**src/rtl/divsqrt_arbiter.sv**
```systemverilog
// Round-robin arbiter sharing one divSqrtFN unit among NUM_REQ requesters, one operation in flight.
// Accept in IDLE, unit_inValid the next cycle, response the cycle after unit_outValid; stalls hold ISSUE/RESP.

module divsqrt_arbiter #(
    parameter int NUM_REQ  = 4,
    parameter int expWidth = 8,
    parameter int sigWidth = 24
) (
    input  logic                                    clock,
    input  logic                                    reset,
    input  logic [NUM_REQ-1:0]                      req_valid,
    output logic [NUM_REQ-1:0]                      req_ready,
    input  logic [NUM_REQ-1:0]                      req_sqrtOp,
    input  logic [NUM_REQ*(expWidth+sigWidth)-1:0]  req_a,
    input  logic [NUM_REQ*(expWidth+sigWidth)-1:0]  req_b,
    input  logic [NUM_REQ*3-1:0]                    req_roundingMode,
    input  logic                                    unit_inReady,
    output logic                                    unit_inValid,
    output logic                                    unit_sqrtOp,
    output logic [expWidth+sigWidth-1:0]            unit_a,
    output logic [expWidth+sigWidth-1:0]            unit_b,
    output logic [2:0]                              unit_roundingMode,
    input  logic                                    unit_outValid,
    input  logic [expWidth+sigWidth-1:0]            unit_out,
    input  logic [4:0]                              unit_exceptionFlags,
    output logic [NUM_REQ-1:0]                      resp_valid,
    input  logic [NUM_REQ-1:0]                      resp_ready,
    output logic [expWidth+sigWidth-1:0]            resp_out,
    output logic [4:0]                              resp_exceptionFlags,
    output logic [15:0]                             ops_done
);

    localparam int FW = expWidth + sigWidth;
    localparam int IW = (NUM_REQ > 1) ? $clog2(NUM_REQ) : 1;

    typedef enum logic [1:0] {IDLE, ISSUE, BUSY, RESP} state_t;

    state_t              state_q;
    logic [IW-1:0]       last_grant_q;
    logic [IW-1:0]       grant_q;
    logic [IW-1:0]       grant_d;
    logic                grant_found;
    logic [IW-1:0]       cand;
    int                  idx;
    logic                sqrt_q;
    logic [FW-1:0]       a_q;
    logic [FW-1:0]       b_q;
    logic [2:0]          rm_q;
    logic                in_valid_q;
    logic [NUM_REQ-1:0]  resp_valid_q;
    logic [FW-1:0]       resp_out_q;
    logic [4:0]          resp_flags_q;
    logic [15:0]         ops_done_q;

    // Search starts just after the last served requester so every one gets a turn.
    always_comb begin
        grant_d     = '0;
        grant_found = 1'b0;
        cand        = '0;
        idx         = 0;
        for (int k = 1; k <= NUM_REQ; k++) begin
            idx = int'(last_grant_q) + k;
            if (idx >= NUM_REQ) idx = idx - NUM_REQ;
            cand = IW'(idx);
            if (!grant_found && req_valid[cand]) begin
                grant_found = 1'b1;
                grant_d     = cand;
            end
        end
        req_ready = '0;
        if (state_q == IDLE && grant_found && !reset) req_ready[grant_d] = 1'b1;
    end

    always_ff @(posedge clock or posedge reset) begin
        if (reset) begin
            state_q      <= IDLE;
            last_grant_q <= IW'(NUM_REQ - 1);
            grant_q      <= '0;
            sqrt_q       <= 1'b0;
            a_q          <= '0;
            b_q          <= '0;
            rm_q         <= '0;
            in_valid_q   <= 1'b0;
            resp_valid_q <= '0;
            resp_out_q   <= '0;
            resp_flags_q <= '0;
            ops_done_q   <= '0;
        end else begin
            case (state_q)
                IDLE: begin
                    if (grant_found) begin
                        grant_q    <= grant_d;
                        sqrt_q     <= req_sqrtOp[grant_d];
                        a_q        <= req_a[int'(grant_d)*FW +: FW];
                        b_q        <= req_b[int'(grant_d)*FW +: FW];
                        rm_q       <= req_roundingMode[int'(grant_d)*3 +: 3];
                        in_valid_q <= 1'b1;
                        state_q    <= ISSUE;
                    end
                end
                ISSUE: begin
                    if (unit_inReady) begin
                        in_valid_q <= 1'b0;
                        state_q    <= BUSY;
                    end
                end
                BUSY: begin
                    if (unit_outValid) begin
                        resp_out_q   <= unit_out;
                        resp_flags_q <= unit_exceptionFlags;
                        resp_valid_q <= NUM_REQ'(1) << grant_q;
                        state_q      <= RESP;
                    end
                end
                RESP: begin
                    if (resp_ready[grant_q]) begin
                        resp_valid_q <= '0;
                        last_grant_q <= grant_q;
                        ops_done_q   <= ops_done_q + 16'd1;
                        state_q      <= IDLE;
                    end
                end
                default: state_q <= IDLE;
            endcase
        end
    end

    assign unit_inValid        = in_valid_q;
    assign unit_sqrtOp         = sqrt_q;
    assign unit_a              = a_q;
    assign unit_b              = b_q;
    assign unit_roundingMode   = rm_q;
    assign resp_valid          = resp_valid_q;
    assign resp_out            = resp_out_q;
    assign resp_exceptionFlags = resp_flags_q;
    assign ops_done            = ops_done_q;

endmodule

```
**config.mk**
```make
export PLATFORM = sky130hd
export DESIGN_NAME = divsqrt_arbiter
export DESIGN_NICKNAME = d
export VERILOG_FILES = /design/src/rtl/divsqrt_arbiter.sv
export SDC_FILE = /design/constraint.sdc
export NUM_CORES = 1
export LEC_CHECK = 0
export CORE_AREA = 5 5 191 193
export CTS_CLUSTER_DIAMETER = 40
export DETAILED_ROUTE_END_ITERATION = 7
export DIE_AREA = 0 0 196 198
export PLACE_DENSITY = 0.64
export SETUP_SLACK_MARGIN = 0.2
export SLEW_MARGIN = 20
export SYNTH_ARGS = -nofsm -noshare
export SYNTH_HDL_FRONTEND = slang
export SYNTH_SLANG_ARGS = --single-unit
```
**constraint.sdc**
```tcl
create_clock -name clock -period 16.5 [get_ports clock]
set_clock_uncertainty 0.2 [all_clocks]
set_input_delay 3.3 -clock clock [delete_from_list [all_inputs] [get_ports clock]]
set_output_delay 3.3 -clock clock [all_outputs]
set_load 0.01 [all_outputs]
```
==> insert_results.sql <==
INSERT INTO impl_metrics (metric_group, metric, value, unit) VALUES
('final_layout', 'proportion_of_layout_cells_with_a_drive_suffix_above_1', '8.480', '%'),
('global_routing', 'total_congestion_overflow', '0', ''),
('pwr', 'pwr_total', '2.084', 'mW'),
('final_layout', 'finalNetCount', '1627', ''),
('sta', 'max_clock_freq', '102.9', 'MHz'),
('sta', 'timing.final.max_slew_violations', '0', ''),
('clock_network', 'cts_inserted_buffers', '17', ''),
('logic_synthesis', 'yosys.cell_types.count', '53', ''),
('logic_synthesis', 'synthesis.instances', '887', ''),
('setup_path', 'worstSetupPathType', 'in -> out', ''),
('route', 'dr.first_iter.drc_count', '385', ''),
('logic_synthesis', 'synth_commonest_cells', '130 x sky130_fd_sc_hd__dfrtp_1, 83 x sky130_fd_sc_hd__nand2_1, 72 x sky130_fd_sc_hd__nand2b_1', ''),
('route', 'drt-pass1-iter-count', '4', ''),
('hold_path', 'holdCritPathClass', 'reg -> reg', ''),
('die', 'rows', '68', ''),
('logic_synthesis', 'netlist_top_cells_area', 'sky130_fd_sc_hd__dfrtp_1 38%, sky130_fd_sc_hd__mux2i_1 8.3%, sky130_fd_sc_hd__mux2_2 6.0%', ''),
('clock_network', 'worst_skew_pair.late_latency', '0.43', 'ns'),
('sta', 'worst_max_slew_margin_expressed_relative_to_the_limit', '36.60', '%'),
('status', 'run_status', 'finished clean', ''),
('logic_synthesis', 'synthFlopType', 'sky130_fd_sc_hd__dfrtp_1', ''),
('route', 'antenna_nets_post_route', '0', ''),
('pwr', 'share_comb_of_total_power', '55.3', '%'),
('setup_path', 'critical-path-max-stage-delay', '0.90', 'ns'),
('pwr', 'p_seq_share', '26.7', '%'),
('clock_network', 'cts_tree', 'done', ''),
('logic_synthesis', 'mappedNetlistArea', '0.008488', 'mm2'),
('clock_network', 'cts_htree_levels', '4', ''),
('logic_synthesis', 'synth.net_count', '1214', ''),
('clock_network', 'postCtsResizedCells', '0', ''),
('pwr', 'p_per_area', '149.0', 'mW/mm2'),
('die', 'design.core.area', '0.03437', 'mm2'),
('setup_path', 'endpoint_kind', 'output pin', ''),
('placed_design', 'numPortBuffers', '450', ''),
('pwr', 'internal_power', '1.290', 'mW'),
('route', 'via_per_inst', '4.757', ''),
('logic_synthesis', 'synth_most_common_cell', 'sky130_fd_sc_hd__dfrtp_1', ''),
('die', 'dieWidth', '196', 'um'),
('final_layout', 'layout-area-overhead-vs-synth', '64.81', '%'),
('logic_synthesis', 'synth_area_leader_cell', 'sky130_fd_sc_hd__dfrtp_1', ''),
('sta', 'report.final.hold_viol_count', '0', ''),
('logic_synthesis', 'synthDominantCellAreaShare', '38.33', '%'),
('pwr', 'switchingPower', '794.2', 'uW'),
('clock_network', 'cts_hold_repair.buffers', '0', ''),
('route', 'drc', '0', ''),
('die', 'start_util', '24.69', '%'),
('sta', 'worst-slew-pin-transition', '0.9480', 'ns'),
('clock_network', 'clockRootBuffer', 'sky130_fd_sc_hd__clkbuf_16', ''),
('setup_path', 'cp_common_cell', 'sky130_fd_sc_hd__clkdlybuf4s50_1', ''),
('clock_network', 'post-cts-setup-buffers', '0', ''),
('pwr', 'ir_drop', '70.70', 'uV'),
('setup_path', 'startpoint_type', 'input pin', ''),
('pwr', 'switching_share', '38.11', '%'),
('route', 'routed_wire_length_per_instance', '20.50', 'um'),
('logic_synthesis', 'share_of_synthesized_area_occupied_by_flip_flops_and_latches', '38.94', '%'),
('placed_design', 'dpl.hpwl', '26680', 'um'),
('die', 'floorplan.die_area', '0.03881', 'mm2'),
('job', 'maxCapViolations', '0', ''),
('setup_path', 'cpMaxStageDelayCell', 'sky130_fd_sc_hd__clkdlybuf4s50_1', ''),
('die', 'pin_count', '451', ''),
('setup_path', 'worst_path_dominant_cell_family', 'buffers and inverters', ''),
('setup_path', 'cp.arrival', '6.22', 'ns'),
('global_routing', 'antenna_found_initial', '2', ''),
('sta', 'grt_setup_unrepaired', 'no', ''),
('clock_network', 'worst_setup_hold_path_clk_slew', '0.06', 'ns'),
('setup_path', 'cp_cell_sequence', 'clkdlybuf4s50_1 -> or3_1 -> o211ai_1 -> buf_4 -> and3_1 -> clkdlybuf4s50_1', ''),
('setup_path', 'critical_path_maximum_fanout', '55', ''),
('sta', 'setup_tns', '0', 'ns'),
('pwr', 'pwr-share-clk', '18.0', '%'),
('placed_design', 'place_congestion', '0.8281', ''),
('logic_synthesis', 'synth_enable_flop_cells', '0', ''),
('setup_path', 'critPathBufInv', '3', '');
==> per-layer routing <==
layer	track usage (%)	vias to the layer above	wire length (um)
met5	0	-	0
met3	4.458	38	2017
met4	5.896	0	852
li1	-	4033	-
met1	22.58	4063	14970
met2	30.67	267	18370
==> stage by stage <==
step,setup slack (ns),utilization [%],instance area [um2],std cells,hold WS [ns]
after floorplan,6.387,-,8488,887,0.3075
after global placement,6.791,38.99,13400,1735,0.2614
after detailed placement,6.748,38.99,13400,1735,0.2701
after CTS,6.730,40.59,13950,1763,0.2815
after global routing,6.590,40.70,13990,1766,0.3024
final,6.784,40.70,13990,1766,0.2743
==> power by group through the flow <==
stage	combinational, mW	clock [mW]	sequential (mW)
final	1.15	0.375	0.557
after global routing	1.25	0.398	0.576
after CTS	1.16	0.386	0.557
after detailed placement	1.16	0	0.560
after global placement	1.14	0	0.556
after floorplan	0.583	0	0.602
==> cells in the final DEF (no fill, tap or decap), drive strengths merged, types with 3 or more instances in the layout <==
cell,instances
o211a,15
clkdlybuf4s50,450
and2,54
xor2,3
clkbuf,19
inv,7
dfrtp,130
xnor2,12
mux2i,70
nand2b,73
nor2b,5
a21oi,7
nand2,83
a21o,14
mux2,45
and3,57
nor2,6
o41ai,54
nor3,3
nor3b,56
nand3,4
o21ai,90
clkinvlp,4
and4,3
buf,13
nand4,3
ha,6
==> flip-flops by register name (all words and copies together) (netlist names) <==
| name | flops |
|---|---|
| last_grant_q | 2 |
| unit_inValid | 1 |
| state_q | 2 |
| unit_b | 32 |
| unit_sqrtOp | 1 |
| resp_valid | 4 |
| resp_exceptionFlags | 5 |
| resp_out | 32 |
| grant_q | 2 |
| ops_done | 16 |
| unit_a | 32 |
| unit_roundingMode | 3 |
==> worst paths after layout <==
| kind | startpoint | to | slack [ns] | depth (start not counted) |
|---|---|---|---|---|
| max | req_valid[3] | req_ready[0] | 6.78 | 6 |
| min | ops_done[15]$_DFFE_PP0P_ | ops_done[15]$_DFFE_PP0P_ | 0.27 | 1 |
| max reg2reg | last_grant_q[0]$_DFFE_PP1P_ | unit_a[29]$_DFFE_PP0P_ | 13.63 | 5 |
| min reg2reg | ops_done[15]$_DFFE_PP0P_ | ops_done[15]$_DFFE_PP0P_ | 0.27 | 1 |
| max in group asynchronous | reset | unit_a[16]$_DFFE_PP0P_ | 11.80 | 3 |
| min in group asynchronous | reset | unit_b[28]$_DFFE_PP0P_ | 3.17 | 2 |
==> cells by family (layout without fill, tap and decap cells) <==
group | count (synthesis) | in the layout | share of synthesized area (%)
and+or+nand+nor | 354 | 354 | 24.71
other | 0 | 2 | 0
DFF | 132 | 132 | 38.94
muxes | 116 | 116 | 14.49
adders and majority gates | 6 | 6 | 0.8844
xor gates and xnor gates | 15 | 15 | 1.636
AOI/OAI and AO/OA | 189 | 189 | 15.49
buffers and inverters | 75 | 497 | 3.847
==> area by class of cell <==
type                       instances  area, um2
multi-input combinational        680       4905
timing repair buffer             463       4626
clock inverter                     9      108.9
antenna                            2      5.005
sequential                       132       3306
fill                            3328      20380
inverter                           6      27.53
clock buffer                      19      442.9
tap                              455      569.3
Note: power is estimated with default switching activity, not from simulation.
